[config.mk]
export PLATFORM = sky130hd
export DESIGN_NAME = charlie_keyscan
export DESIGN_NICKNAME = d
export VERILOG_FILES = /design/src/rtl/charlie_keyscan.sv
export SDC_FILE = /design/constraint.sdc
export NUM_CORES = 1
export LEC_CHECK = 0
export ABC_AREA = 1
export CAP_MARGIN = 10
export CORE_MARGIN = 2
export CORE_UTILIZATION = 58
export DETAILED_ROUTE_END_ITERATION = 12
export PLACE_DENSITY = 0.93
export SLEW_MARGIN = 25
export SYNTH_ARGS = -nofsm -noshare
export SYNTH_HDL_FRONTEND = slang
export SYNTH_SLANG_ARGS = --single-unit
[constraint.sdc]
create_clock -name clk -period 4.6 [get_ports clk]
set_input_delay 0.92 -clock clk [delete_from_list [all_inputs] [get_ports clk]]
set_output_delay 0.92 -clock clk [all_outputs]
set_load 0.05 [all_outputs]
[src/rtl/charlie_keyscan.sv]
// Charlieplexed 8x8 switch-matrix reader on the 8 bidirectional uio pins.
// One pin is driven high at a time. The other seven are sampled through external
// pull-downs, and a 64-bit key frame is assembled with bit index row*8+col, the
// same mapping the LED frame buffer uses.
//
// Optional feature: define CHARLIE_KEYSCAN_DEBOUNCE_EN to require two consecutive
// identical frames before a key bit changes in key_state. When the macro is not
// defined, key_state follows each complete frame directly.
module charlie_keyscan #(
  parameter int unsigned SETTLE_CYCLES    = 4,  // 1..255
  parameter int unsigned DISCHARGE_CYCLES = 2   // 0..255
) (
  input  logic        clk,
  input  logic        rst_n,
  input  logic        scan_en,
  input  logic [7:0]  uio_in,
  output logic [7:0]  uio_out,
  output logic [7:0]  uio_oe,
  output logic [63:0] key_state,
  output logic        frame_done,
  output logic        key_event
);

  localparam logic [7:0] SettleLast   = 8'(SETTLE_CYCLES - 1);
  localparam bit         HasDischarge = (DISCHARGE_CYCLES != 0);
  localparam logic [7:0] DischLast    = (DISCHARGE_CYCLES == 0) ? 8'd0
                                                                : 8'(DISCHARGE_CYCLES - 1);

  typedef enum logic [1:0] {
    StIdle,
    StDrive,
    StSample,
    StDischarge
  } state_e;

  state_e      state_q;
  logic [2:0]  row_q;
  logic [7:0]  cnt_q;
  logic [63:0] raw_next_q;
`ifdef CHARLIE_KEYSCAN_DEBOUNCE_EN
  logic [63:0] raw_prev_q;
`endif

  logic [7:0]  row_mask;
  logic [63:0] raw_sampled;
  logic [63:0] frame_raw;
  logic [63:0] key_new;
  logic        advance;
  logic        frame_end;

  // Row-select mask and the raw buffer with the current row's sample merged in.
  always_comb begin
    row_mask    = 8'h01 << row_q;
    raw_sampled = raw_next_q;
    raw_sampled[{row_q, 3'b000} +: 8] = uio_in & ~row_mask;
  end

  // Row advance happens at the end of discharge, or straight out of SAMPLE when
  // there is no discharge phase; in that case the row-7 sample must be merged in.
  always_comb begin
    advance = 1'b0;
    if (state_q == StSample && !HasDischarge) begin
      advance = 1'b1;
    end
    if (state_q == StDischarge && cnt_q == DischLast) begin
      advance = 1'b1;
    end
    frame_end = advance && (row_q == 3'd7);
    frame_raw = (state_q == StSample) ? raw_sampled : raw_next_q;
  end

  // Key frame update rule applied at frame end.
  always_comb begin
    key_new = frame_raw;
`ifdef CHARLIE_KEYSCAN_DEBOUNCE_EN
    // A bit may change only when two consecutive frames agree on it.
    key_new = (frame_raw & ~(frame_raw ^ raw_prev_q)) | (key_state & (frame_raw ^ raw_prev_q));
`endif
  end

  // Scan FSM with registered, state-decoded pin outputs and frame pulses.
  always_ff @(posedge clk) begin
    if (!rst_n) begin
      state_q    <= StIdle;
      row_q      <= 3'd0;
      cnt_q      <= 8'd0;
      raw_next_q <= 64'd0;
`ifdef CHARLIE_KEYSCAN_DEBOUNCE_EN
      raw_prev_q <= 64'd0;
`endif
      uio_out    <= 8'h00;
      uio_oe     <= 8'h00;
      key_state  <= 64'd0;
      frame_done <= 1'b0;
      key_event  <= 1'b0;
    end else begin
      frame_done <= 1'b0;
      key_event  <= 1'b0;

      if (state_q == StSample) begin
        raw_next_q <= raw_sampled;
      end

      if (frame_end) begin
        key_state  <= key_new;
        frame_done <= 1'b1;
        key_event  <= (key_new != key_state);
`ifdef CHARLIE_KEYSCAN_DEBOUNCE_EN
        raw_prev_q <= frame_raw;
`endif
        row_q      <= 3'd0;
        cnt_q      <= 8'd0;
        if (scan_en) begin
          state_q <= StDrive;
          uio_out <= 8'h01;
          uio_oe  <= 8'h01;
        end else begin
          state_q <= StIdle;
          uio_out <= 8'h00;
          uio_oe  <= 8'h00;
        end
      end else if (advance) begin
        state_q <= StDrive;
        row_q   <= row_q + 3'd1;
        cnt_q   <= 8'd0;
        uio_out <= row_mask << 1;
        uio_oe  <= row_mask << 1;
      end else begin
        unique case (state_q)
          StIdle: begin
            if (scan_en) begin
              state_q <= StDrive;
              row_q   <= 3'd0;
              cnt_q   <= 8'd0;
              uio_out <= 8'h01;
              uio_oe  <= 8'h01;
            end
          end
          StDrive: begin
            if (cnt_q == SettleLast) begin
              state_q <= StSample;
              cnt_q   <= 8'd0;
            end else begin
              cnt_q <= cnt_q + 8'd1;
            end
          end
          StSample: begin
            // Only reached with a discharge phase; otherwise advance handles it.
            state_q <= StDischarge;
            cnt_q   <= 8'd0;
            uio_out <= 8'h00;
            uio_oe  <= 8'hFF;
          end
          StDischarge: begin
            cnt_q <= cnt_q + 8'd1;
          end
          default: begin
            state_q <= StIdle;
            uio_out <= 8'h00;
            uio_oe  <= 8'h00;
          end
        endcase
      end
    end
  end

endmodule

=== Yosys cells after proc, flatten, opt, wreduce, memory -nomap -nowiden ===
Index checks and enable logic that the tools add are counted.

* Register bits: 159
* Input bits: 11
* Output and inout port bits: 82
* Word-level logic and storage cells: 65

* Shift-type cells: 3
* Bitwise operators: 3
* Multiplexer cells: 24
* Reductions and logical operators: 13
* Equality and inequality tests: 10
* $add $sub $neg: 3

{| class="wikitable"
|+ Operators by type and width
! cell !! number
|-
| $bwmux 64 || 1
|-
| $mux 64 || 1
|-
| $ne 64x64->1 || 1
|-
| $shift 8x8->64 const A || 1
|-
| $shiftx 8x8->64 || 1
|-
| $mux 8 || 7
|-
| $pmux 8 s2 || 2
|-
| $pmux 8 s4 || 1
|-
| $mux 3 || 3
|-
| $add 8x1->8 const B || 1
|-
| $and 8x8->8 || 1
|-
| $eq 8x1->1 const B || 1
|-
| $eq 8x2->1 const B || 1
|-
| $mux 2 || 4
|-
| $ne 4x4->1 const B || 2
|-
| $neg 6->8 || 1
|-
| $not 8->8 || 1
|-
| $shl 1x3->8 const A || 1
|-
| $pmux 2 s3 || 1
|-
| $reduce_and 2->1 || 3
|-
| $reduce_bool 5->1 || 1
|-
| $eq 2x2->1 const B || 2
|-
| $mux 1 || 4
|-
| $reduce_bool 2->1 || 2
|-
| 11 further kinds || 12
|}

=== Logic depth before layout (Yosys ltp) ===
* Depth in word-level cells: 7
* Mapped depth: 21
* Gate-level depth less buffers: 19

=== Worst setup path after synthesis ===
No wires, ideal clock.

* Path kind: register -> register
* From: register row_q[0]
* To: register key_event
* Period minus slack after synthesis: 2.681 ns
* Setup time: 0.128 ns
* Arrival time: 2.554 ns
* Buffers on the path: 1
* Cell stages (with the launch flop): 21
* Setup slack: 1.919 ns
* Required time: 4.472 ns
* Cells stage by stage: dfxtp_1 > inv_2 > buf_2 > ha_1 > ha_1 > inv_1 > nand2_1 > inv_1 > nand3_1 > nand2_1 > nand2_1 > nand2_1 > nand2_1 > inv_1 > nand2_1 > nor2_1 > nand2_1 > nor2_1 > nand2_1 > nor2_1 > nor2_1

* Word-level cells in the longest chain between the ends: 7
* Elaborated cells between the ends (all ways): 12
* Classes of those cells: 1 x add/sub; 2 x eq/ne; 3 x shift; 2 x mux; 2 x bitwise; 2 x reduce/logical

{| class="wikitable"
|+ Ends and longest elaborated chain
! element !! RTL line !! RTL
|-
| start: declaration || 37 || <nowiki>logic [2:0] row_q;</nowiki>
|-
| start signal: assignment || 124 || <nowiki>row_q <= row_q + 3'd1;</nowiki>
|-
| branches (longest 7 deep; another with $neg 6->8) || n/a ||
|-
| end signal: assignment || 107 || <nowiki>key_event <= (key_new != key_state);</nowiki>
|-
| end: declaration || 21 || <nowiki>output logic key_event</nowiki>
|}

Several ways; the timed one is not identified.
A chain may end at the register's enable or synchronous reset.

=== Worst setup path after layout ===
* From: register row_q[1]
* To: register key_event

Same word-level chain as after synthesis.

==> summary.md <==
| Metric | Value |
|---|---|
| Status | `finished, final reports clean` |
| Routed len/inst | `15.57 um` |
| Setup violators final | `0` |
| Layout cells sized above 1 | `~6.6%` |
| Maximum VDD drop | `0.0003131 V` |
| Synthesis Warnings | `0` |
| Total Power | `about 3.5 mW` |
| First-pass GRT wire length | `36,440 um` |
| TritonCTS clock tree | `done` |
| RSZ-0062 raised after global routing | `false` |
| Rows | `42` |
| Util after Layout | `71.44%` |
| Hold Worst Slack | `0.4671 ns` |
| Routed wire length | `22,680 um` |
| Crit path cell chain | `inv_1, ha_1, ha_1, inv_1, nand4_1, nor2_1, inv_1, nand2_1, nand3_1, nand2_1, nand2_1, nor2_1, nand2_1, nor2_1, nand2_1, nor2_1, nor2_1` |
| Critical path capture point type | `flop` |
| DR vias | `8,112` |
| Root buffer cell | `clkbuf_16` |
| Clock sinks | `159` |
| Tcrit/Tclk final | `76.89%` |
| Clk_lat worst skew | `0.44 ns` |
| Worst path slowest cell | `inv_1` |
| Die Span Y | `121.4 um` |
| Post-Syn Nets | `1,220` |
| Via density | `5.571` |
| I/O pins | `93` |
| Critical Path AT | `3.86 ns` |
| Worst EP required | `4.92 ns` |
| Layout Skew | `0.008748 ns` |
| Post-synth EDFFs | `0` |
| Final Slew Violations | `0` |
| Critical path class | `reg2reg` |
| Main synth FF type | `dfxtp_1` |
| Crit start category | `flop` |
| Fin nets | `1,295` |
| Headroom to the max-slew limit | `a little over two fifths` |
| DRC violations left | `0` |
| Largest area contributor in the netlist | `dfxtp_1` |
| Die area | `14,730 sq um` |
| Distinct cells, synth | `39` |
| Final instance area | `9535 sq um` |
| Setup TNS | `0 ns` |
| Post-DP HPWL | `around 15,000 um` |
| Mean Syn Cell Area | `6.702 sq um` |
| Tmin final | `3.537 ns` |
| Most common cell after layout, fill and taps aside | `nand2_1` |
| GPL Wtd Cong | `0.9832` |
| Slew @ Worst Pin | `between 0.8 and 0.9 ns` |
| Clock Tree Buf Depth | `2` |
| Antenna violations before repair | `0` |
| Ant diodes | `0` |
| Synthesized area | `7989 sq um` |
| Crit path max fanout | `20` |
| P per Cell Area | `~370 nW/um^2` |
| Vias in the first global route | `7,438` |
| Post-synthesis sequential area ratio | `between 30% and 40%` |
| TritonCTS Buffers | `17` |
| Gates resized, CTS repair | `0` |
| Synth-to-layout area growth | `19.36%` |
| Fmax | `282.7 MHz` |
| H-tree Lvls | `4` |
| Worst path max stage delay | `about 0.47 ns` |
| Async SR Flop Fraction | `0%` |
| Final hold vios | `0` |
| Placeable Area | `13,350 sq um` |
| Clk pin slew, worst setup/hold paths | `0.06 ns` |
| DR iter-0 viols | `roughly 860` |
| Overflow left after global routing | `0` |
| Post-synth top area share | `39.84%` |
| Total GRT Usage | `31.33%` |
| Hold crit path type | `reg2reg` |
| Port buffer count | `92` |
| Cts-stage hold buffer count | `0` |
| Initial cell density of the core | `roughly three fifths` |
| Post-CTS Setup Inserts | `0` |
| Area after DPL | `around 8900 sq um` |
| Commonest non-fill, non-tap cells in the layout | `nand2_1 (359), inv_1 (174), dfxtp_1 (159), nor2_1 (126), nand3_1 (124)` |
| DRT antenna net count | `0` |
| Top cells by area, synth | `dfxtp_1 (40%), nand2_1 (17%), inv_1 (8.2%), nand3_1 (7.8%), nor2_1 (5.9%)` |
| Leak | `between 4 and 5 nW` |
| Gate Count Post-Synth | `roughly 1,200` |
| DIE WIDTH | `121.4 um` |
| Drt first pass iters | `6` |
| Largest net degree at the start of global routing | `68` |
| Max-cap violations | `0` |
| Synthesized flop and latch total | `159` |
[area by class of cell]
type / count / area [sq um]
Timing Repair Buffer: 98 / 978.4
Tap cell: 176 / 220.2
Clock inverter: 13 / 162.7
Multi-Input combinational cell: 810 / 3859
Fill cell: 1109 / 3812
Clock buffer: 19 / 452.9
Sequential cell: 159 / 3183
Inverter: 181 / 679.4
[metal layers]
layer | part of all wire, % | wire, um | global-route usage, %
met4 | 2.8 | 642 | 12.79
met2 | 45 | 10290 | 49.61
met3 | 9.5 | 2156 | 5.451
met1 | 42 | 9589 | 42.38
met5 | 0 | 0 | 0
[power by group]
| group | switching [mW] | internal [mW] | total (mW) |
|---|---|---|---|
| registers | 0.0325 | 1.43 | 1.46 |
| logic | 0.435 | 0.179 | 0.614 |
| clock network | 0.590 | 0.881 | 1.47 |
| total | 1.06 | 2.49 | 3.55 |
[logic make-up after synthesis]
family	count (synthesis)	synth area share [%]
flops	159	39.84
compound gates	116	8.708
fa+ha+maj	17	2.662
xor+xnor	1	0.1097
simple gates	676	36.79
buf+inv	223	11.89
[stage by stage]
step | cells | worst slack (ns)
2_1_floorplan | 1192 | 1.919
3_3_place_gp | 1424 | 1.262
6_report | 1456 | 1.063
3_5_place_dp | 1424 | 1.314
4_1_cts | 1456 | 1.244
5_1_grt | 1456 | 0.7814
[flip-flops by register name, summed over array words and instances, names as in the netlist]
signal,cells
uio_out,8
raw_next_q,64
cnt_q,8
frame_done,1
key_state,64
key_event,1
uio_oe,8
state_q,2
row_q,3
[worst paths after layout]
path | from | end | depth (start not counted) | slack, ns
worst min register to register | uio_out[2] | uio_out[2] | 2 | 0.47
worst min-delay path | uio_out[2] | uio_out[2] | 2 | 0.47
worst max register to register | row_q[1] | key_event | 17 | 1.06
worst max-delay path | row_q[1] | key_event | 17 | 1.06
[synth_stat cells, types with 5 or more instances]
library cell and n:
or2_2 9, ha_1 17, a31oi_1 6, clkbuf_1 15, o21ai_0 17, nand2_4 5, nand4_1 19, a21oi_1 16
inv_1 175, nand2_1 360, o22ai_1 64, buf_2 9, dfxtp_1 159, nand3_1 124, buf_4 7, buf_6 10
inv_2 5, nor2_1 126, nor2_4 5, nand2_2 12
[worst max-delay path, delay by kind of cell, from the launching register on]
kind	cells	cell delay, ns
buf+inv	3	0.77
fa+ha+maj	2	0.50
simple gates	12	1.71
flops	1	0.43
Power figures use the tool's default switching activity.
==> RTL edit, RTL diff (same flow settings) <==
Re-encode `state_e` (4 states) as one-hot, 4 bits wide.
--- a/src/rtl/charlie_keyscan.sv
+++ b/src/rtl/charlie_keyscan.sv
@@ -26,11 +26,11 @@
   localparam logic [7:0] DischLast    = (DISCHARGE_CYCLES == 0) ? 8'd0
                                                                 : 8'(DISCHARGE_CYCLES - 1);
 
-  typedef enum logic [1:0] {
-    StIdle,
-    StDrive,
-    StSample,
-    StDischarge
+  typedef enum logic [3:0] {
+    StIdle      = 4'b0001,
+    StDrive     = 4'b0010,
+    StSample    = 4'b0100,
+    StDischarge = 4'b1000
   } state_e;
 
   state_e      state_q;
Function: no difference found for any inputs over 10 cycles, from zero or initial values and one cycle with rst_n low; not proved beyond that.
==> RTL edit against the unedited design <==
  * Total power grew 1.4%
  * Die area is 1.2% lower
  * Non-clock buffer count down 2
  * Sequential cell count increased by 2
  * Final area fell by 0.39%
  * First-iteration DRC count fell by 1.3%
  * Sequential power up 3%
  * Setup slack worse by 0.26 ns
  * Largest power group is now sequential cells
  * Wire length shrank 7.2%
  * Count of clock-buffer cells in the layout is 2 higher
  * Largest cell class unchanged
  * Highest routed layer unchanged
  * Global-route usage decreased by 2.1 points
  * Area after synthesis shrank 1.2%
==> RTL edit: results (changes against the unedited design) <==
Outcome
  – Status: complete, no violations

Yosys
  – Post-synth top flop: dfxtp_1
  – YS warnings: 0 (unchanged)
  – Seq/Total Area, Yosys: 0.408 (+0.00987)
  – Synth top cells by count: nand2_1 (394), inv_1 (189), dfxtp_1 (161), nor2_1 (123), nand3_1 (117)
  – FFs w/ async S/R, synth: 0 (unchanged)
  – Syn_nets: 1,224 (+0.33%)
  – Ranking of synthesized cells by area: dfxtp_1 (41%), nand2_1 (19%), inv_1 (9.0%)
  – Yosys cell types: 36 (-7.7%)

Detailed routing
  – TritonRoute pass-1 iters: 5 (-1)
  – Routed WL: 21,000 um (-7.2%)
  – Met3 routed WL: 1770 um (-18%)
  – Vias per cell: 5.51 (-1.1%)
  – Wl on met1: 8450 um (-12%)
  – First DRT Iteration DRCs: 845 (-1.3%)
  – Top sig layer: met4
  – Met2 wire length: 10,300 um (-0.22%)

Critical path
  – Cell family with most CP delay: simple AND/OR/NAND/NOR gates
  – Slowest CP cell: dfxtp_1
  – Critical path fanouts, max: 24 (+20%)
  – Crit-path max cell delay: 0.86 ns (+0.39 ns)
  – Arr. time, crit path: 4.11 ns (+0.25 ns)

Global routing
  – GRT Total Usage: 0.293 (-0.0208)
  – Initial antenna violation count: 0 (unchanged)
  – First-pass GRT wire length: 34,100 um (-6.4%)
  – Number of global-route vias before repair: 7,435 (-0.040%)
  – Largest net degree at the start of global routing: 83 (+22%)

Clock tree
  – Setup Buffers After CTS: 0 (unchanged)
  – CTS Buf Count: 17 (unchanged)
  – Clock slew at reported path FFs: 0.07 ns
  – Root Buffer: clkbuf_16
  – Clk_lat worst skew: between 0.4 and 0.5 ns
  – Gates resized, CTS repair: 0 (unchanged)
  – CTS H-tree depth: 4 (unchanged)

Placed design
  – IO buf count: 92 (unchanged)
  – DPL Wire Length: 14,100 um (-7.1%)
  – Routability cong.: 0.949 (-3.5%)

Pwr
  – Peak VDD IR: 0.235 mV (-25%)
  – P_leak: 4.11 nW (+1.9%)

Layout
  – Top flop regs: key_state x64, raw_next_q x64
  – N_diodes: 0 (unchanged)
  – Fill count: 1,024 (-7.7%)
  – # nets final: 1,302 (+0.54%)
  – Share of layout cells above drive strength 1: 0.0518 (-0.0138)

STA
  – Worst slew margin: 0.376 (-0.0598)
  – Clock skew: 0.00941 ns (+0.000662 ns)

Hold path
  – Hold Crit Class: flip-flop to flip-flop
[RTL edit: cell count changes in the layout (fill, tap and decap cells not counted), moves of 6 or more]
cell	unedited run	this run
o21ai_0	17	5
nand2_1	359	393
inv_1	174	187
nand3_1	124	117
or2_2	9	2
a21oi_1	16	25
nand4_1	19	4
nor3_1	3	13
ha_1	17	11
[RTL edit: stage by stage]
step	util	total power [mW]	area [sq um]	instances	setup WS [ns]
floorplan	-	1.97	7890	1202	2.13
global placement	0.671	2.13	8880	1437	1.12
detailed placement	0.671	2.15	8880	1437	0.955
CTS	0.717	3.60	9500	1469	0.939
global route	0.717	3.71	9500	1469	0.506
finish	0.717	3.60	9500	1469	0.804
[RTL edit: cells by family after synthesis]
kind of cell               count (synthesis)  share of synthesized area
DFF                                      161                      0.408
and+or+nand+nor                          685                      0.369
buffers and inverters                    228                      0.114
AOI/OAI and AO/OA                        116                     0.0897
adders and majority gates                 11                     0.0174
xor gates and xnor gates                   1                    0.00111
[RTL edit: final timing paths]
kind	startpoint	end	slack, ns	cells after the start
hold reg to reg	uio_oe[5]	uio_oe[5]	0.48	2
hold / removal	uio_oe[5]	uio_oe[5]	0.48	2
setup / recovery	row_q[0]	key_event	0.80	18
setup reg to reg	row_q[0]	key_event	0.80	18
[RTL edit: final cells by class]
| class | instances | share of cell area |
|---|---|---|
| clock inverters | 11 | 0.0162 |
| multi-input cells | 813 | 0.397 |
| clock buffers | 21 | 0.0485 |
| flip-flops and latches | 161 | 0.339 |
| inverters | 191 | 0.0755 |
| repair buffers | 96 | 0.100 |
| well taps | 176 | 0.0232 |
[RTL edit: power breakdown]
part           total [mW]  internal (mW)  switching [mW]
clock network        1.47          0.886           0.585
registers            1.50           1.46          0.0412
logic               0.625          0.193           0.432
total                3.60           2.54            1.06
[RTL edit: tightest hold or removal path: stages (launching register included)]
cell      delay [ns]
dfxtp_1         0.31
inv_1           0.05
a221oi_1        0.06
[RTL edit: per-layer routing]
layer  global-route usage  vias up
met5                    0        -
met4                0.139        0
met3               0.0557       52
met2                0.496      398
met1                0.357     3694
li1                     -     3950
